[config.mk]
export PLATFORM = sky130hd
export DESIGN_NAME = probe_level_ctrl
export DESIGN_NICKNAME = d
export VERILOG_FILES = /design/src/rtl/probe_level_ctrl.sv
export SDC_FILE = /design/constraint.sdc
export NUM_CORES = 1
export LEC_CHECK = 0
export ABC_CLOCK_PERIOD_IN_PS = 4800
export CAP_MARGIN = 20
export CORE_UTILIZATION = 57
export DETAILED_ROUTE_END_ITERATION = 7
export GPL_ROUTABILITY_DRIVEN = 0
export GPL_TIMING_DRIVEN = 0
export PLACE_DENSITY = 0.8
export SLEW_MARGIN = 20
export SYNTH_ARGS = -nofsm -noshare
export SYNTH_HDL_FRONTEND = slang
export SYNTH_SLANG_ARGS = --single-unit
[constraint.sdc]
create_clock -name clk -period 4.8 [get_ports clk]
set_input_delay 1.44 -clock clk [delete_from_list [all_inputs] [get_ports clk]]
set_output_delay 1.44 -clock clk [all_outputs]
set_load 0.1 [all_outputs]
[src/rtl/probe_level_ctrl.sv]
// Logic-probe threshold sequencer: drives both DACs, waits for settling,
// then classifies comparator samples over a window and reports counts.
module probe_level_ctrl #(
  parameter int COUNT_BITS    = 20,
  parameter int SETTLE_CYCLES = 16
) (
  input  logic                  clk,
  input  logic                  nreset,
  input  logic [4:0]            cfg_hi_code,
  input  logic [4:0]            cfg_lo_code,
  input  logic [COUNT_BITS-1:0] cfg_window,
  input  logic                  cfg_continuous,
  input  logic                  cfg_write,
  input  logic                  start,
  input  logic                  stop,
  input  logic                  comp_out_hi,
  input  logic                  comp_out_lo,
  output logic [4:0]            dac1_code,
  output logic [4:0]            dac2_code,
  output logic                  busy,
  output logic                  result_valid,
  output logic [COUNT_BITS-1:0] cnt_high,
  output logic [COUNT_BITS-1:0] cnt_low,
  output logic [COUNT_BITS-1:0] cnt_z,
  output logic [COUNT_BITS-1:0] cnt_rise
);

  typedef enum logic [1:0] {
    ST_IDLE,
    ST_SETTLE,
    ST_MEASURE,
    ST_DONE
  } state_t;

  typedef enum logic [1:0] {
    LV_NONE,
    LV_LOW,
    LV_HIGH
  } lvl_t;

  localparam logic [7:0] SETTLE_INIT = 8'(SETTLE_CYCLES - 1);

  function automatic logic [COUNT_BITS-1:0] sat_inc(
    input logic [COUNT_BITS-1:0] v
  );
    return (&v) ? v : v + 1'b1;
  endfunction

  state_t                r_state;
  lvl_t                  r_last;
  logic                  r_hi_m;
  logic                  r_hi_s;
  logic                  r_lo_m;
  logic                  r_lo_s;
  logic [4:0]            r_sh_hi;
  logic [4:0]            r_sh_lo;
  logic [COUNT_BITS-1:0] r_sh_win;
  logic                  r_sh_cont;
  logic [7:0]            r_settle;
  logic [COUNT_BITS-1:0] r_win;
  logic [COUNT_BITS-1:0] r_w_hi;
  logic [COUNT_BITS-1:0] r_w_lo;
  logic [COUNT_BITS-1:0] r_w_z;
  logic [COUNT_BITS-1:0] r_w_rise;
  logic                  r_stop;

  logic [4:0]            w_sh_hi;
  logic [4:0]            w_sh_lo;
  logic [COUNT_BITS-1:0] w_sh_win;
  logic                  w_sh_cont;
  logic                  w_is_hi;
  logic                  w_is_lo;
  logic                  w_is_z;
  logic                  w_rise;
  logic [COUNT_BITS-1:0] w_n_hi;
  logic [COUNT_BITS-1:0] w_n_lo;
  logic [COUNT_BITS-1:0] w_n_z;
  logic [COUNT_BITS-1:0] w_n_rise;
  lvl_t                  w_n_last;
  logic                  w_enter;

  // Shadow view including a write in this same cycle
  assign w_sh_hi   = cfg_write ? cfg_hi_code : r_sh_hi;
  assign w_sh_lo   = cfg_write ? cfg_lo_code : r_sh_lo;
  assign w_sh_cont = cfg_write ? cfg_continuous : r_sh_cont;
  assign w_sh_win  = !cfg_write ? r_sh_win :
                     (cfg_window == '0) ? COUNT_BITS'(1) : cfg_window;

  assign w_is_hi = r_hi_s;
  assign w_is_lo = ~r_hi_s & r_lo_s;
  assign w_is_z  = ~r_hi_s & ~r_lo_s;
  assign w_rise  = w_is_hi & (r_last == LV_LOW);

  assign w_n_hi   = w_is_hi ? sat_inc(r_w_hi) : r_w_hi;
  assign w_n_lo   = w_is_lo ? sat_inc(r_w_lo) : r_w_lo;
  assign w_n_z    = w_is_z ? sat_inc(r_w_z) : r_w_z;
  assign w_n_rise = w_rise ? sat_inc(r_w_rise) : r_w_rise;
  assign w_n_last = w_is_hi ? LV_HIGH :
                    w_is_lo ? LV_LOW : r_last;

  assign w_enter =
    ((r_state == ST_IDLE) & start) |
    ((r_state == ST_DONE) & w_sh_cont & ~(r_stop | stop));

  always_ff @(posedge clk or negedge nreset) begin
    if (!nreset) begin
      r_hi_m <= 1'b0;
      r_hi_s <= 1'b0;
      r_lo_m <= 1'b0;
      r_lo_s <= 1'b0;
    end else begin
      r_hi_m <= comp_out_hi;
      r_hi_s <= r_hi_m;
      r_lo_m <= comp_out_lo;
      r_lo_s <= r_lo_m;
    end
  end

  always_ff @(posedge clk or negedge nreset) begin
    if (!nreset) begin
      r_sh_hi   <= '0;
      r_sh_lo   <= '0;
      r_sh_win  <= COUNT_BITS'(1);
      r_sh_cont <= 1'b0;
    end else begin
      r_sh_hi   <= w_sh_hi;
      r_sh_lo   <= w_sh_lo;
      r_sh_win  <= w_sh_win;
      r_sh_cont <= w_sh_cont;
    end
  end

  always_ff @(posedge clk or negedge nreset) begin
    if (!nreset) begin
      r_state      <= ST_IDLE;
      r_last       <= LV_NONE;
      r_settle     <= '0;
      r_win        <= '0;
      r_w_hi       <= '0;
      r_w_lo       <= '0;
      r_w_z        <= '0;
      r_w_rise     <= '0;
      r_stop       <= 1'b0;
      dac1_code    <= '0;
      dac2_code    <= '0;
      busy         <= 1'b0;
      result_valid <= 1'b0;
      cnt_high     <= '0;
      cnt_low      <= '0;
      cnt_z        <= '0;
      cnt_rise     <= '0;
    end else begin
      result_valid <= 1'b0;
      unique case (r_state)
        ST_IDLE: begin
          r_stop <= 1'b0;
          if (cfg_write) begin
            dac1_code <= w_sh_hi;
            dac2_code <= w_sh_lo;
          end
        end
        ST_SETTLE: begin
          if (stop) r_stop <= 1'b1;
          if (r_settle == '0) r_state <= ST_MEASURE;
          else r_settle <= r_settle - 1'b1;
        end
        ST_MEASURE: begin
          if (stop) r_stop <= 1'b1;
          r_w_hi   <= w_n_hi;
          r_w_lo   <= w_n_lo;
          r_w_z    <= w_n_z;
          r_w_rise <= w_n_rise;
          r_last   <= w_n_last;
          r_win    <= r_win - 1'b1;
          if (r_win == '0) begin
            r_state      <= ST_DONE;
            result_valid <= 1'b1;
            cnt_high     <= w_n_hi;
            cnt_low      <= w_n_lo;
            cnt_z        <= w_n_z;
            cnt_rise     <= w_n_rise;
          end
        end
        ST_DONE: begin
          if (!w_enter) begin
            r_state <= ST_IDLE;
            busy    <= 1'b0;
            r_stop  <= 1'b0;
          end
        end
      endcase
      if (w_enter) begin
        r_state   <= ST_SETTLE;
        busy      <= 1'b1;
        dac1_code <= w_sh_hi;
        dac2_code <= w_sh_lo;
        r_settle  <= SETTLE_INIT;
        r_win     <= w_sh_win - 1'b1;
        r_w_hi    <= '0;
        r_w_lo    <= '0;
        r_w_z     <= '0;
        r_w_rise  <= '0;
        r_last    <= LV_NONE;
      end
    end
  end

endmodule

==> results of run 1 <==
[layout by cell type (no fill, tap or decap), types with 4 or more instances in the layout]
cell type,n
o21ai_0,101
dfrtp_1,239
nand2b_1,5
mux2i_1,26
and3_1,21
nor4_1,17
nand3_1,61
nor3_1,37
and2_1,11
inv_1,28
clkbuf_8,6
buf_1,5
nand2_1,186
mux2_2,35
nor2_1,123
or3_1,15
clkbuf_16,27
o211ai_1,5
clkbuf_1,50
xnor2_1,79
clkdlybuf4s50_1,127
and4_1,7
nand4_1,25
a211oi_1,12
a31oi_1,6
ha_1,13
a21oi_1,41
nor2b_1,5
buf_2,7
xor2_1,76
clkinv_2,4
[area by class of cell]
type / count / share of cell area, %
Buffer: 62 / 1.76
Clock buffer: 38 / 5.24
Clock inverter: 8 / 0.801
Inverter: 28 / 0.708
Multi-Input combinational cell: 960 / 39.7
Sequential cell: 240 / 40.5
Tap cell: 275 / 2.32
Timing Repair Buffer: 130 / 9.04
[repair_timing]
action | 4_1_cts | 5_1_grt
pin swaps | 1 | 0
endpoints found under the setup margin | 5 | 5
resized for setup | 2 | 5
hold endpoints to repair | 0 | 0
[state kept, by name, indices dropped and copies added (netlist names), 8 cells and up]
register	count
r_w_rise	20
r_w_lo	20
cnt_rise	20
r_win	20
cnt_low	20
cnt_high	20
r_sh_win	20
r_w_hi	20
r_w_z	20
cnt_z	20
r_settle	8
[metal layers]
layer	vias up	global-route usage [%]	part of all wire (%)	wire length, um
met5	-	0	0	0
met4	0	8.71	2.4	750
met3	67	3.40	5.7	1750
met2	352	46.6	48	14700
met1	5022	40.1	44	13500
li1	4757	-	-	-
[how the worst max path moves through the flow]
stage / startpoint / to / slack [ps]
after floorplan: stop / r_win[16] / 330
after global placement: nreset / r_w_rise[6] / -7830
after detailed placement: stop / r_win[18] / -860
after CTS: stop / r_win[18] / 30
after global routing: stop / r_win[18] / 0.8
final: stop / r_win[18] / 210
[cells by family (layout without fill, tap and decap cells)]
family                     after synthesis  in the layout  synth area share, %
and+or+nand+nor                        531            531                 20.2
DFF                                    240            240                 49.0
AOI/OAI and AO/OA                      199            199                 9.91
xor gates and xnor gates               155            155                 11.1
buffers and inverters                   91            266                 2.95
muxes                                   62             62                 5.43
adders and majority gates               13             13                 1.33
[stage by stage]
step	setup TNS, ps	total power, mW	utilization (%)	instance area [um^2]	cells
2_1_floorplan	0	2.20	-	12200	1291
3_3_place_gp	-1876130	2.30	66.0	13900	1694
3_5_place_dp	-4750	2.31	66.3	13900	1696
4_1_cts	0	4.40	70.5	14800	1741
5_1_grt	0	4.49	70.6	14800	1741
6_report	0	4.36	70.6	14800	1741
[power groups by stage]
| stage | Clock [mW] | Sequential (mW) | Combinational [mW] |
|---|---|---|---|
| after floorplan | 0 | 2.10 | 0.104 |
| after global placement | 0 | 2.10 | 0.200 |
| after detailed placement | 0 | 2.10 | 0.212 |
| after CTS | 2.12 | 2.06 | 0.214 |
| after global routing | 2.19 | 2.06 | 0.235 |
| final | 2.08 | 2.06 | 0.213 |
[worst register-to-register path, delay by kind of cell (launching register included)]
family,cells,cell delay (ps)
AND/OR/NAND/NOR,4,990
adder cells (fa/ha/maj),2,560
XOR/XNOR,1,140
flip-flops,1,440
AO/OA/AOI/OAI,4,720
multiplexers,1,220
buffers and inverters,3,720
==> metrics, run 1 <==
max-cap violations 0; worst r2r src r_state[1]; gr usage total between 20% and 30%; largest net degree at the start of global routing slightly above 100; wire per inst ~18 um; number of global-route vias before repair a little under 10k; endpoints failing setup 0; FF/Latch Area about 6000 um^2; IO Pins 130; htree depth 1; Mean Syn Cell Area 9.49 um^2; core area 21000 um^2; worst hold path class reg2reg; Sequential Power Share between 40% and 50%; worst slack, placed -860 ps; Reg-to-Reg End r_win[18]; area fraction of the dominant cell type after synthesis 48.8%; WP buf/inv 4; area grow syn2layout 21.2%; Worst Path Max Fanout 10; Layout Nets 1499; Post-synth top cells dfrtp_1 (239), nand2_1 (186), nor2_1 (123), o21ai_0 (101), xnor2_1 (79); Cell variety after synth 65; grt total ovfl 0; Gate power share about 5%; Diodes inserted 0; DRT iter0 DRCs 844; Die X 149 um; row count between 50 and 60; Post-synth top flop dfrtp_1; Final min period 4590 ps; Tcrit/Tclk final between 90% and 100%; CTS Buf Count 26; critical path required time around 5200 ps; synthesized cell area 12200 um^2; kind of critical path in2reg; antenna violations before repair 0; Worst-Margin Slew approximately 1000 ps; Crit path top cell by count clkbuf_4; power per cell area approximately 290 nW/um^2; worst rel slew slack between 30% and 40%; Post-CTS Hold Fix Bufs 0; Hold Startpoint r_hi_m; ys async rst share 100%; Final WS setup slightly above 200 ps; yosys warns 0; Psw around 0.95 mW; TritonCTS Sinks 240; Clk network pwr share a little under half; Post-synth EDFFs 0; Setup Skew 20.0 ps; Seq/Total Area, Yosys 49.0%; Post-CTS Setup Bufs 0; count leader, synth dfrtp_1; Endpoint, Worst Hold r_hi_s; Die Area between 20000 and 25000 um^2; Hold WS between 400 and 500 ps; Max VDD drop 0.386 mV; max incr delay on CP about 430 ps; Slew Viols, Final 0; final WL 30700 um; post-route ant nets 0; Achievable Freq 218 MHz; DR vias 10.2k; WP depth 15; R2R cell count 15; I/O Buffers 128; register-to-register setup slack ~850 ps; DR vias/cell 5.86; Sw Share a little over a fifth; global-route wire length before repair 50500 um; Initial Utilization between 50% and 60%; Worst setup SP type input port; cell taking the most area after synthesis dfrtp_1; Top delay family on crit path buffers and inverters; CTS max path bufs 3; post-synthesis register bit count 240; worst skew pair latency 540 ps; CP Data Arrival Time between 4000 and 5000 ps; share of cells above drive strength 1 about 7.3%; Residual DRC 0; Leak a little over 6 nW; syn nets between 1k and 1.5k; Gate Count Post-Synth about 1.3k; drt pass-1 iters 8; unrepaired setup endpoints after global routing no; Crit. End Element flop; Worst-path clk slew about 60 ps; internal power between 3 and 4 mW; Die Ht around 150 um; slowest stage cell, crit path clkdlybuf4s50_1; status complete, no violations; CTS tree built; Hold Path Cell Cnt 0; Synth area leaders dfrtp_1 (49%), nand2_1 (5.7%), xnor2_1 (5.6%); Layout fillers about 1.6k; DP HPWL 21500 um; clk root buf clkbuf_16; area of the multi-input gates roughly 5900 um^2; crit-path cells clkdlybuf4s50_1, or3b_1, buf_2, o21ai_2, clkbuf_4, clkbuf_4, mux2i_1, ha_1, nor3b_1, o2111ai_1, o41ai_4, nand3_1, nor2_1, xnor2_1, a21oi_1; final hold violations 0
No activity file was read; power rests on OpenSTA's default activity.
==> inputs of run 2 (changes only) <==
==> constraint.sdc (replaced) <==
create_clock -name clk -period 4.8 [get_ports clk]
set_input_delay 1.44 -clock clk [delete_from_list [all_inputs] [get_ports clk]]
set_output_delay 1.44 -clock clk [all_outputs]
set_load 0.01 [all_outputs]
==> results of run 2 <==
The final DEF is identical to that of run 1. Status: complete, no violations.
